===== src/rtl/sort_loader.sv =====
// Frame loader for an 8-input parallel sorter.
// Collects up to eight samples from a valid/ready stream into slots d0..d7. It pads unused
// slots on a short frame, pulses sort_en for one cycle, then freezes the slots for HOLD cycles
// before it accepts the next frame.
module sort_loader #(
   parameter int unsigned   DW   = 16,
   parameter int unsigned   HOLD = 4,
   parameter logic [DW-1:0] PAD  = {DW{1'b1}}
) (
   input  logic          clk,
   input  logic          rst_n,
   input  logic          s_valid,
   output logic          s_ready,
   input  logic [DW-1:0] s_data,
   input  logic          s_last,
   output logic          sort_en,
   output logic [DW-1:0] d0,
   output logic [DW-1:0] d1,
   output logic [DW-1:0] d2,
   output logic [DW-1:0] d3,
   output logic [DW-1:0] d4,
   output logic [DW-1:0] d5,
   output logic [DW-1:0] d6,
   output logic [DW-1:0] d7,
   output logic [3:0]    frame_len,
   output logic          busy,
   output logic [15:0]   frame_cnt
);

   // Width of the hold down-counter; must represent the value HOLD itself.
   localparam int unsigned CW = $clog2(HOLD + 1);

   typedef enum logic [1:0] {
      StFill,
      StLaunch,
      StHold
   } state_e;

   state_e          state_q, state_d;
   logic [2:0]      idx_q, idx_d;
   logic [CW-1:0]   hold_q, hold_d;
   logic [15:0]     cnt_q, cnt_d;
   logic            ready_q;
   logic [DW-1:0]   slot_q [8];
   logic [3:0]      len_q;
   logic            accept;
   logic            close;

   // ready_q keeps s_ready low during reset and until the first edge after release.
   assign s_ready = ready_q && (state_q == StFill);
   assign accept  = s_valid && s_ready;
   // An eighth sample closes the frame whether or not s_last is set.
   assign close   = accept && (s_last || (idx_q == 3'd7));

   // Control state register with asynchronous reset.
   always_ff @(posedge clk or negedge rst_n) begin
      if (!rst_n) begin
         state_q <= StFill;
         idx_q   <= 3'd0;
         hold_q  <= '0;
         cnt_q   <= 16'd0;
         ready_q <= 1'b0;
      end else begin
         state_q <= state_d;
         idx_q   <= idx_d;
         hold_q  <= hold_d;
         cnt_q   <= cnt_d;
         ready_q <= 1'b1;
      end
   end

   // Next-state, write index, hold counter, frame counter and the launch pulse.
   always_comb begin
      state_d = state_q;
      idx_d   = idx_q;
      hold_d  = hold_q;
      cnt_d   = cnt_q;
      sort_en = 1'b0;
      case (state_q)
         StFill: begin
            if (accept) begin
               idx_d = close ? 3'd0 : idx_q + 3'd1;
               if (close) begin
                  state_d = StLaunch;
               end
            end
         end
         StLaunch: begin
            sort_en = 1'b1;
            cnt_d   = cnt_q + 16'd1;
            hold_d  = CW'(HOLD);
            state_d = StHold;
         end
         StHold: begin
            hold_d = hold_q - CW'(1);
            if (hold_q == CW'(1)) begin
               state_d = StFill;
            end
         end
         default: begin
            state_d = StFill;
         end
      endcase
   end

   // Slot and frame-length storage; written only on an accepted sample or a close.
   always_ff @(posedge clk or negedge rst_n) begin
      if (!rst_n) begin
         for (int i = 0; i < 8; i++) begin
            slot_q[i] <= '0;
         end
         len_q <= 4'd0;
      end else if (accept) begin
         slot_q[idx_q] <= s_data;
         if (close) begin
            // Slots above the closing index would otherwise carry the previous frame.
            for (int i = 0; i < 8; i++) begin
               if (3'(i) > idx_q) begin
                  slot_q[i] <= PAD;
               end
            end
            len_q <= {1'b0, idx_q} + 4'd1;
         end
      end
   end

   assign d0        = slot_q[0];
   assign d1        = slot_q[1];
   assign d2        = slot_q[2];
   assign d3        = slot_q[3];
   assign d4        = slot_q[4];
   assign d5        = slot_q[5];
   assign d6        = slot_q[6];
   assign d7        = slot_q[7];
   assign frame_len = len_q;
   assign busy      = (state_q != StFill);
   assign frame_cnt = cnt_q;

endmodule


===== config.mk =====
export PLATFORM = sky130hd
export DESIGN_NAME = sort_loader
export DESIGN_NICKNAME = d
export VERILOG_FILES = /design/src/rtl/sort_loader.sv
export SDC_FILE = /design/constraint.sdc
export NUM_CORES = 1
export LEC_CHECK = 0
export CORE_MARGIN = 2
export CORE_UTILIZATION = 55
export DETAILED_ROUTE_END_ITERATION = 8
export DONT_BUFFER_PORTS = 1
export MAX_ROUTING_LAYER = met4
export PLACE_DENSITY = 0.7
export SLEW_MARGIN = 20
export SYNTH_ARGS = -nofsm -noshare
export SYNTH_HDL_FRONTEND = slang
export SYNTH_SLANG_ARGS = --single-unit

===== constraint.sdc =====
create_clock -name clk -period 2.4 [get_ports clk]
set_input_delay 0.48 -clock clk [delete_from_list [all_inputs] [get_ports clk]]
set_output_delay 0.48 -clock clk [all_outputs]
set_load 0.005 [all_outputs]

### Word-level counts from Yosys, hierarchy flattened

Index checks and enable logic that the tools add are counted.

| word-level totals | value |
|---|---|
| memory bits (read-only) | 0 |
| register bits | 157 |
| latch bits | 0 |
| memories kept | 0 |
| bits of input ports | 20 |
| RAM bits | 0 |

| operators by class | value |
|---|---|
| multiplexer cells | 19 |
| div/mod/pow operators | 0 |
| equal/unequal tests | 7 |
| multipliers | 0 |
| $lt $le $gt $ge | 10 |
| $add $sub $neg | 4 |
| bitwise gates (word level) | 1 |
| shift operators | 0 |
| reduce and logical (&&, ||, !) cells | 11 |

Operators with widths:

| operator | count |
|---|---|
| $mux 16 | 9 |
| $bwmux 128 | 1 |
| $mux 128 | 1 |
| $demux 16 s3 | 1 |
| $add 16x1->16 const B | 1 |
| $gt 3x3->1 const A | 4 |
| $gt 1x3->1 const A | 2 |
| $gt 2x3->1 const A | 2 |
| $mux 2 | 3 |
| $ne 2x2->1 const B | 3 |
| $pmux 2 s3 | 1 |
| $pmux 3 s2 | 1 |
| $add 3x1->4 const B | 1 |
| $ge 4x4->1 const B | 1 |
| $logic_and 1x1->1 | 4 |
| $lt 4x1->1 const B | 1 |
| $not 3->4 | 1 |
| $reduce_and 2->1 | 2 |
| $reduce_bool 2->1 | 2 |
| $add 3x1->3 const B | 1 |
| $eq 3x1->1 const B | 1 |
| $eq 3x3->1 const B | 1 |
| $mux 3 | 1 |
| $reduce_and 3->1 | 1 |
| other kinds (6) | 6 |

### Longest topological paths before layout

| logic depth | value |
|---|---|
| word-level depth | 8 |
| depth in mapped cells | 8 |
| mapped depth without buffers | 6 |

### Worst setup path before layout

Ideal clock, no wire load.

| timing | value |
|---|---|
| kind | register to register |
| start | register idx_q[0] |
| end | register slot_q, in the netlist d4[10] |
| clock period less this slack | 2,094 ps |
| slack | 306 ps |
| buffers on the path | 2 |
| stages on the path, launching flop included | 9 |
| arrival | 1,964 ps |
| cells stage by stage | dfrtp_1 ha_1 ha_1 o2111ai_4 nand2b_1 clkbuf_1 a21o_1 buf_2 nand3_1 |

| on the way | value |
|---|---|
| word-level cells in the longest chain between the ends | 8 |
| elaborated cells on any way between the ends | 13 |

Ends and longest elaborated chain:

| item | RTL line | RTL |
|---|---|---|
| start: declaration | 40 | `logic [2:0] idx_q, idx_d;` |
| start signal: assignment | 65 | `idx_q <= idx_d;` |
| $not 3->4 (not written as such) | 114 | `slot_q[idx_q] <= s_data;` |
| $ge 4x4->1 (not written as such) or $lt 4x1->1 (tied branches) | 114 |  |
| $logic_and 1x1->1 (not written as such) | 114 |  |
| $mux 16 (not written as such) | 114 |  |
| $demux 16 s3 | 114 |  |
| $bwmux 128 | 114 |  |
| $mux 16 | 118 | `if (3'(i) > idx_q) begin` |
| $mux 128 (*) | 115 | `if (close) begin` |
| end signal: indexed assignment | 114 |  |
| end: declaration | 44 | `logic [DW-1:0] slot_q [8];` |

Mark *: on every way between the ends. The rest lies on a longest branch, timed or not.
A chain may end at the register's enable or synchronous reset.

### Worst setup path after layout

| timing | value |
|---|---|
| start | register idx_q[0] |
| end | register slot_q, in the netlist d2[0] |

The elaborated chain is that of the path after synthesis.

==> metrics.md <==
| Metric | Value |
|---|---|
| Syn avg cell area | about 9.3 um2 |
| Tcrit/Tclk final | between 90 and 100% |
| Cell mode on critical path | ha_1 |
| Detailed-route wire length | roughly 17000 um |
| Ratio of cells with drive above 1 in the final layout | between 10% and 20% |
| Final hold viol count | ~160 |
| Final RePlAce weighted congestion | 0.8827 |
| Yosys top cell area share | between 50% and 60% |
| Routed Antenna Nets | 0 |
| Worst path max stage delay | approximately 0.67 ns |
| Synth Net Count | around 740 |
| DIE AREA | roughly 13000 um2 |
| Most common cell in the synthesized netlist | nand2_1 |
| Distinct cells, synth | 36 |
| Slew Limit Fails | 0 |
| Crit start category | flop |
| Antenna Cells | 0 |
| Final nets | about 720 |
| Vias per cell | 5.897 |
| Vias in the first global route | around 5000 |
| First-pass GRT wire length | between 20000 and 30000 um |
| Layout area overhead | 10.74% |
| Maximum VDD drop | 0.6207 mV |
| 1st-pass router iterations | 5 |
| Relative slew slack | between 40% and 50% |
| YS warnings | 0 |
| Total track usage | around 29% |
| Simple-gate share of the synthesized area | roughly 29% |
| Number of CTS-inserted buffers | 17 |
| Worst path buffer plus inverter count | 0 |
| CTS Buffer Depth | 2 |
| Post-synthesis sequential area ratio | approximately three fifths |
| Cell Chain, Critical Path | ha_1, ha_1, o2111ai_4, a211o_1, or2_1, nand3_1 |
| WS Path Type | flop to flop |
| RSZ-0062 raised after global routing | no |
| DIE HEIGHT | around 110 um |
| Worst slew pin tran | between 0.8 and 0.9 ns |
| Worst Clk Skew | 0.01085 ns |
| Critical Path RT | 2.65 ns |
| Main combinational cell family by area after synthesis | simple AND/OR/NAND/NOR gates |
| Root Driver | clkbuf_16 |
| Starting DRT DRC Count | approximately 460 |
| Wire length per cell | approximately 20 um |
| Post-layout util | just over 60% |
| Total negative setup slack | 0 ns |
| Worst-skew pair later-pin latency | 0.42 ns |
| Initial antenna violation count | 0 |
| Total power | 0.008810 W |
| FF+latch count, synth | between 150 and 200 |
| Synth Flop Type | dfrtp_1 |
| Failing checks | hold timing |
| Status | finished with violations |
| Top delay family on crit path | simple AND/OR/NAND/NOR gates |
| DP Worst Slack | around 0.054 ns |
| HPWL Detailed | 11710 um |
| Synth top area cells | dfrtp_1 (59%), nand2_1 (13%), nand3_1 (8.3%) |
| Cell area after placement | ~6700 um2 |
| Final setup fails | 0 |
| PwrDens | ~1200 nW/um2 |
| Hold slack | -0.2438 ns |
| Mapped Cells | roughly 700 |
| Slowest cell on the critical path | or2_1 |
| Htree depth | 4 |
| Asr flop ratio synth | 100.0% |
| Core area | 11910 um2 |
| Crit path DAT | approximately 2.5 ns |
| Drt drc | 0 |
| Post-synth EDFFs | 0 |
| Area leader, netlist | dfrtp_1 |
| Clock transition at path regs | around 0.060 ns |
| Synth Area in Adders | approximately 1.9% |
| CP Capture Type | flop |
| Die Wd | around 110 um |
| Vias | between 5000 and 6000 |
| Fin crit period | 2.247 ns |
| Post-CTS Setup Repair Bufs | 0 |
| XOR/XNOR share of the synthesized area | 1.972% |
| Initial Utilization | about 56% |
| Final instance area | about 7400 um2 |
| Core Rows | 40 |
| HP Class | input pin to async pin |
| Total grt overflow | 0 |
| Synth top cells by count | nand2_1 (236), dfrtp_1 (157), nand3_1 (110) |
| Compound-gate portion of the synthesized area | under 10% |
| Setup ws final | about 0.15 ns |
| Total of max-cap violations | 0 |
| Leak | approximately 3.3 nW |
| Clk sinks | approximately 160 |
| Worst-path maximum fanout | 16 |
| Port Buffers | 0 |
| CTS tree | yes |
| Num ports | between 150 and 200 |
| Post-synthesis mux area share | less than 1% |
| Max frequency | ~450 MHz |
| Largest net degree at the start of global routing | approximately 160 |
| Mapped cell area | 6663 um2 |
[flip-flops by register name (all words and copies together) (netlist names), 16 cells and up]
register and count:
d5 16, d2 16, d1 16, d3 16, d6 16, frame_cnt 16
d4 16, d0 16, d7 16
[worst reg2reg max path, delay by kind of cell, from the launching register on]
family / cells / cell delay, ns
and+or+nand+nor: 2 / 0.83
DFF: 1 / 0.39
AOI/OAI and AO/OA: 2 / 0.38
adders and majority gates: 2 / 0.49
[kinds of logic (layout without fill, tap and decap cells)]
logic type,Yosys count,count (layout)
adders and majority gates,10,10
muxes,4,4
buffers and inverters,65,56
and+or+nand+nor,425,425
AOI/OAI and AO/OA,37,37
xor gates and xnor gates,15,15
DFF,157,157
other,1,1
[layout by cell type, fill, tap and decap left out, types with 8 or more instances in the layout]
cell,n
a21oi_1,18
nand2_1,236
nand3_2,11
xnor2_1,13
nor2_1,37
ha_1,10
clkbuf_16,17
o21ai_0,8
inv_1,8
buf_4,16
dfrtp_1,157
nand3_1,109
[where the power goes]
part	total, W	switching (W)	internal, W
sequential	0.00428	0.000780	0.00350
clock	0.00285	0.00103	0.00182
combinational	0.00169	0.000981	0.000705
total	0.00881	0.00279	0.00602
[what timing repair did]
item / 4_1_cts / 5_1_grt
endpoints found under the setup margin: 0 / 63
endpoints found under the hold margin: 157 / 157
resized for setup: 0 / 5
[final timing paths]
kind / start / endpoint / slack [ns] / cells after the start
max: idx_q[0] / d2[0] / 0.15 / 6
min: rst_n / d1[9] / -0.24 / 0
max reg2reg: idx_q[0] / d2[0] / 0.15 / 6
min reg2reg: frame_cnt[15] / frame_cnt[15] / 0.50 / 1
max in group asynchronous: rst_n / frame_cnt[3] / 2.37 / 0
min in group clk: s_data[13] / d5[13] / 0.19 / 2
[per-stage QoR]
stage	hold slack [ns]	instances
finish	-0.2438	852
floorplan	0.1844	714
detailed placement	0.1880	820
CTS	-0.2561	852
global placement	0.1897	820
global route	-0.2605	852
[routing by layer]
layer	track usage [%]	vias up	part of all wire (%)
met3	8.735	32	8.4
met4	11.30	0	2.4
met1	36.62	2518	41
met5	-	-	0
met2	44.01	206	49
li1	-	2268	-
[area by class of cell]
class,instances,area (um2)
tap,147,183.9
sequential,157,3929
clock inverter,11,163.9
inverter,8,30.03
fill,1006,4533
timing repair buffer,16,120.1
clock buffer,21,470.5
multi-input combinational,492,2481
Power figures use the tool's default switching activity.
